### config.mk
export PLATFORM = sky130hd
export DESIGN_NAME = motor_dir_ctrl
export DESIGN_NICKNAME = d
export VERILOG_FILES = /design/src/rtl/motor_dir_ctrl.sv
export SDC_FILE = /design/constraint.sdc
export NUM_CORES = 1
export LEC_CHECK = 0
export CORE_ASPECT_RATIO = 0.75
export CORE_MARGIN = 2
export CORE_UTILIZATION = 63
export CTS_BUF_LIST = sky130_fd_sc_hd__clkbuf_8
export DETAILED_ROUTE_END_ITERATION = 7
export HOLD_SLACK_MARGIN = 0.15
export PLACE_DENSITY_LB_ADDON = 0.2
export SLEW_MARGIN = 20
export SYNTH_ARGS = -nofsm -noshare
export SYNTH_HDL_FRONTEND = slang
export SYNTH_SLANG_ARGS = --single-unit
### constraint.sdc
create_clock -name clock -period 3.3 [get_ports clock]
set_input_delay 0.66 -clock clock [delete_from_list [all_inputs] [get_ports clock]]
set_output_delay 0.66 -clock clock [all_outputs]
set_load 0.02 [all_outputs]
### src/rtl/motor_dir_ctrl.sv
// Two-motor H-bridge direction controller.
// Synchronises and debounces two obstacle sensors, sequences forward / back-up / pivot
// with all-off dead time between drive changes, and PWM-gates the drive pattern.
//
// Ports:
//   clock       system clock
//   reset       asynchronous, active-high reset
//   senseA      left obstacle sensor (async, 1 = obstacle)
//   senseB      right obstacle sensor (async, 1 = obstacle)
//   enable      run request; 0 forces IDLE on the next edge
//   duty        PWM on-time, compared against a free-running counter
//   input1..4   H-bridge inputs (A fwd, A rev, B rev, B fwd), registered
//   dbg_state   registered FSM state (IDLE=0 DEAD=1 FWD=2 REV=3 TURN_L=4 TURN_R=5)
module motor_dir_ctrl #(
  parameter int unsigned DEBOUNCE_CYCLES = 1000000,
  parameter int unsigned DEADTIME_CYCLES = 10000,
  parameter int unsigned REVERSE_CYCLES  = 50000000,
  parameter int unsigned TURN_CYCLES     = 40000000,
  parameter int unsigned PWM_W           = 8
) (
  input  logic             clock,
  input  logic             reset,
  input  logic             senseA,
  input  logic             senseB,
  input  logic             enable,
  input  logic [PWM_W-1:0] duty,
  output logic             input1,
  output logic             input2,
  output logic             input3,
  output logic             input4,
  output logic [2:0]       dbg_state
);

  localparam int unsigned DebW = (DEBOUNCE_CYCLES > 1) ? $clog2(DEBOUNCE_CYCLES) : 1;
  localparam int unsigned CntMax =
      (REVERSE_CYCLES > TURN_CYCLES) ?
      ((REVERSE_CYCLES > DEADTIME_CYCLES) ? REVERSE_CYCLES : DEADTIME_CYCLES) :
      ((TURN_CYCLES > DEADTIME_CYCLES) ? TURN_CYCLES : DEADTIME_CYCLES);
  localparam int unsigned CntW = (CntMax > 1) ? $clog2(CntMax) : 1;

  localparam logic [DebW-1:0] DebLast  = DebW'(DEBOUNCE_CYCLES - 1);
  localparam logic [CntW-1:0] DeadLast = CntW'(DEADTIME_CYCLES - 1);
  localparam logic [CntW-1:0] RevLast  = CntW'(REVERSE_CYCLES - 1);
  localparam logic [CntW-1:0] TurnLast = CntW'(TURN_CYCLES - 1);

  typedef enum logic [2:0] {
    StIdle  = 3'd0,
    StDead  = 3'd1,
    StFwd   = 3'd2,
    StRev   = 3'd3,
    StTurnL = 3'd4,
    StTurnR = 3'd5
  } state_e;

  // ---------------------------------------------------------------------------
  // Sensor synchronisers and debouncers; bit 0 = senseA (left), bit 1 = senseB (right)
  // ---------------------------------------------------------------------------
  logic [1:0]            sync1_q, sync2_q;
  logic [1:0]            db_q, db_d;
  logic [1:0][DebW-1:0]  dcnt_q, dcnt_d;

  always_comb begin
    db_d   = db_q;
    dcnt_d = '0;
    for (int i = 0; i < 2; i++) begin
      // Count only while the synchronised level disagrees; any agreement restarts it.
      if (sync2_q[i] != db_q[i]) begin
        if (dcnt_q[i] == DebLast) begin
          db_d[i] = sync2_q[i];
        end else begin
          dcnt_d[i] = dcnt_q[i] + DebW'(1);
        end
      end
    end
  end

  always_ff @(posedge clock or posedge reset) begin
    if (reset) begin
      sync1_q <= '0;
      sync2_q <= '0;
      db_q    <= '0;
      dcnt_q  <= '0;
    end else begin
      sync1_q <= {senseB, senseA};
      sync2_q <= sync1_q;
      db_q    <= db_d;
      dcnt_q  <= dcnt_d;
    end
  end

  // ---------------------------------------------------------------------------
  // Direction FSM
  // ---------------------------------------------------------------------------
  state_e          state_q, state_d;
  state_e          nxt_q, nxt_d;    // destination once the dead time expires
  state_e          turn_q, turn_d;  // pivot side chosen when the obstacle was seen
  logic [CntW-1:0] cnt_q, cnt_d;

  always_comb begin
    state_d = state_q;
    nxt_d   = nxt_q;
    turn_d  = turn_q;
    cnt_d   = cnt_q;
    if (!enable) begin
      // Coasting is always safe, so dropping enable skips the dead time.
      state_d = StIdle;
      cnt_d   = '0;
    end else begin
      case (state_q)
        StIdle: begin
          state_d = StDead;
          nxt_d   = StFwd;
          cnt_d   = '0;
        end
        StDead: begin
          if (cnt_q == DeadLast) begin
            state_d = nxt_q;
            cnt_d   = '0;
          end else begin
            cnt_d = cnt_q + CntW'(1);
          end
        end
        StFwd: begin
          if (|db_q) begin
            state_d = StDead;
            nxt_d   = StRev;
            // Left obstacle (or both) pivots right; right-only pivots left.
            turn_d  = db_q[0] ? StTurnR : StTurnL;
            cnt_d   = '0;
          end
        end
        StRev: begin
          if (cnt_q == RevLast) begin
            state_d = StDead;
            nxt_d   = turn_q;
            cnt_d   = '0;
          end else begin
            cnt_d = cnt_q + CntW'(1);
          end
        end
        StTurnL, StTurnR: begin
          if (cnt_q == TurnLast) begin
            state_d = StDead;
            nxt_d   = StFwd;
            cnt_d   = '0;
          end else begin
            cnt_d = cnt_q + CntW'(1);
          end
        end
        default: begin
          state_d = StIdle;
          cnt_d   = '0;
        end
      endcase
    end
  end

  // ---------------------------------------------------------------------------
  // Drive pattern and PWM gating. The output register is fed from the next state and
  // the next PWM count so pins and dbg_state change on the same edge.
  // ---------------------------------------------------------------------------
  logic [PWM_W-1:0] pcnt_q, pcnt_d;
  logic [3:0]       pat_d, out_d, out_q;

  always_comb begin
    case (state_d)
      StFwd:   pat_d = 4'b1001;
      StRev:   pat_d = 4'b0110;
      StTurnR: pat_d = 4'b1010;
      StTurnL: pat_d = 4'b0101;
      default: pat_d = 4'b0000;
    endcase
    pcnt_d = pcnt_q + PWM_W'(1);
    out_d  = (pcnt_d < duty) ? pat_d : 4'b0000;
  end

  always_ff @(posedge clock or posedge reset) begin
    if (reset) begin
      state_q <= StIdle;
      nxt_q   <= StIdle;
      turn_q  <= StIdle;
      cnt_q   <= '0;
      pcnt_q  <= '0;
      out_q   <= '0;
    end else begin
      state_q <= state_d;
      nxt_q   <= nxt_d;
      turn_q  <= turn_d;
      cnt_q   <= cnt_d;
      pcnt_q  <= pcnt_d;
      out_q   <= out_d;
    end
  end

  assign {input1, input2, input3, input4} = out_q;
  assign dbg_state = state_q;

endmodule

==> reports/qor.txt <==
Avg Vias per Cell - 5.83
Clk Latency, worst-skew pair - 0.36 ns
Slew @ Worst Pin - 0.777 ns
Iteration-0 DRC count of the detailed router - 242
Switching Fraction - 23.5%
Vias in the first global route - 3,472
Number of CTS-inserted buffers - 9
# IOs - 20
EDFF count, synth - 0
Net Sw Power - 0.468 mW
RSZ-0062 raised after global routing - false
Number of diodes - 0
Top cells by area, synth - dfrtp_1 48%, xor2_1 7.5%, nor2_1 5.8%
Std-Cell Rows - 27
Worst EP required - 3.61 ns
# resized after CTS - 0
Largest net degree at the start of global routing - 45
Final period utilization - 79.0%
WL/cell - 15.3 um
Seq/Total Area, Yosys - 48.0%
Cell count after synthesis - 479
Setup ws final - 0.692 ns
Remaining DRCs - 0
Die footprint - 8330 um2
Peak VDD IR - 207 uV
CP Class - reg2reg
Max_cap viols - 0
Synthesized area - 4790 um2
Comb pwr share - 5.0%
Root Buffer - clkbuf_8
Die X - 105 um
YS warnings - 0
CORE AREA - 7360 um2
Fmax - 383 MHz
Total GRT Usage - 24.7%
Worst Path Max Fanout - 5
Dpl cells - 594
Drt first pass iters - 5
Fin cells - 609
Nets - 528
Synth area leader - dfrtp_1
Asr flop ratio synth - 100%
Post CTS Setup Buffer Count - 0
Area grow syn2layout - 10.4%
P_leak - 2.28 nW
Yosys top cell area share - 48.0%
Total gr overflow - 0
Hold Crit Class - reg2reg
Port Buffers - 19
Synth Register Bits - 92
DP Wirelength - 6.77 mm
CTS tree - built
Fraction of layout cells with a size suffix above 1 - 9.84%
H-tree levels - 3
Fin. Hold Viols - 0
Die height - 79.5 um
CP Capture Type - flop
Final instance area - 5290 um2
Global placement routability congestion - 0.888
Clk_skew - 0.0103 ns
Min cycle time layout - 2.61 ns
Syn avg cell area - 10.0 um2
Clock sink count - 92
Reg power frac - 57.6%
Placed instance area - 5100 um2
Via count - 3,553
Yosys cell types - 57
Global-route wire length before repair - 16.5 mm
Status - completed
Pre-CTS setup slack - 0.604 ns
Final setup viols - 0
Worst-path clk slew - 0.09 ns
Fin util - 71.8%
Final Power - 1.99 mW
Slew headroom - 48.1%
Clock power share - 37.3%
Routed WL - 9.33 mm
Syn nets - 503
Post-route ant nets - 0
Slew Viols, Final - 0
Antenna violations before repair - 0
Max clock buf depth - 2
Internal power - 1.52 mW
Pwr dens - 376 nW/um2
Hold Slack - 0.352 ns
CP Launch Type - flop
Initial core utilization - 65.1%
Hold Buf Count CTS - 0
Top_reg_cell synth - dfrtp_1
Setup_tns - 0 ns
Crit path DAT - 2.91 ns
## cell usage after synthesis, types with 4 or more instances
| cell type | n |
|---|---|
| xor2_1 | 41 |
| nor2_4 | 11 |
| and4_1 | 8 |
| nand3_1 | 37 |
| a21oi_1 | 5 |
| buf_2 | 4 |
| nor4_1 | 9 |
| mux2_2 | 6 |
| inv_1 | 18 |
| nand4_1 | 12 |
| nor2_1 | 74 |
| nand2_1 | 40 |
| and3_1 | 12 |
| dfrtp_1 | 92 |
| nor3_1 | 11 |
| xnor2_1 | 22 |
| ha_1 | 11 |
| nand2b_1 | 5 |
| o21ai_0 | 6 |
## final cells by class
type / instances / area (um2)
clock buffers: 9 / 124
clock inverters: 6 / 62.6
fillers: 569 / 2070
inverters: 18 / 68.8
multi-input cells: 360 / 2370
flip-flops and latches: 92 / 2300
well taps: 101 / 126
repair buffers: 23 / 233
## cell families after synthesis
family,count (synthesis),share of synthesized area (%)
mux,7,1.62
buf+inv,27,2.45
compound gates,38,6.53
fa+ha+maj,11,2.87
xor+xnor,63,11.5
flops,92,48.0
simple gates,241,27.0
## power groups by stage
stage,clock network (mW),registers (mW),logic [mW]
2_1_floorplan,0,1.17,0.0645
3_3_place_gp,0,1.17,0.0986
3_5_place_dp,0,1.17,0.102
4_1_cts,0.764,1.15,0.103
5_1_grt,0.804,1.15,0.116
6_report,0.742,1.15,0.100
## registers in the layout, summed over array words and instances (netlist names)
signal,cells
db_q,2
sync1_q,2
nxt_q,3
pcnt_q,8
out_q,4
turn_q,2
dcnt_q,40
sync2_q,2
cnt_q,26
dbg_state,3
## path summary, 6_finish.rpt
path / from / endpoint / slack, ns / cells past startpoint
max: pcnt_q[0] / out_q[3] / 0.69 / 10
min: sync1_q[0] / sync2_q[0] / 0.35 / 0
max reg2reg: pcnt_q[0] / out_q[3] / 0.69 / 10
min reg2reg: sync1_q[0] / sync2_q[0] / 0.35 / 0
max in group asynchronous: reset / nxt_q[0] / 1.91 / 3
min in group asynchronous: reset / dcnt_q[33] / 0.73 / 2
## placed cells by master, fill, tap and decap left out, types with 3 or more instances in the layout
| cell | instances |
|---|---|
| nor2_1 | 74 |
| o21ai_0 | 6 |
| clkinv_2 | 4 |
| nor2_4 | 11 |
| mux2_2 | 6 |
| nand3_1 | 37 |
| buf_4 | 3 |
| inv_1 | 17 |
| a22o_1 | 3 |
| nand4_1 | 12 |
| clkbuf_8 | 9 |
| nor4_1 | 9 |
| dfrtp_1 | 92 |
| a21oi_1 | 5 |
| and4_1 | 8 |
| clkdlybuf4s50_1 | 19 |
| nand2_1 | 40 |
| nor3_1 | 11 |
| and3_1 | 12 |
| nor4b_1 | 3 |
| ha_1 | 11 |
| nand2b_1 | 5 |
| xor2_1 | 41 |
| xnor2_1 | 22 |
## layer usage
| metal | global-route usage [%] | routed length (um) | share of wire (%) | up-vias |
|---|---|---|---|---|
| li1 | - | - | - | 1711 |
| met1 | 34.8 | 4540 | 49 | 1750 |
| met2 | 39.0 | 4290 | 46 | 84 |
| met3 | 5.96 | 415 | 4.4 | 8 |
| met4 | 6.27 | 82 | 0.88 | 0 |
| met5 | 0 | 0 | 0 | - |
## critical path, stage by stage, from the launching register on
cell	delay, ns
dfrtp_1	0.43
and3_1	0.17
nand3_1	0.12
or2_2	0.32
xnor2_1	0.15
ha_1	0.21
a2111oi_0	0.37
o21ai_0	0.18
a21oi_1	0.26
and4_1	0.24
a31o_1	0.11
Note: power is estimated with default switching activity, not from simulation.
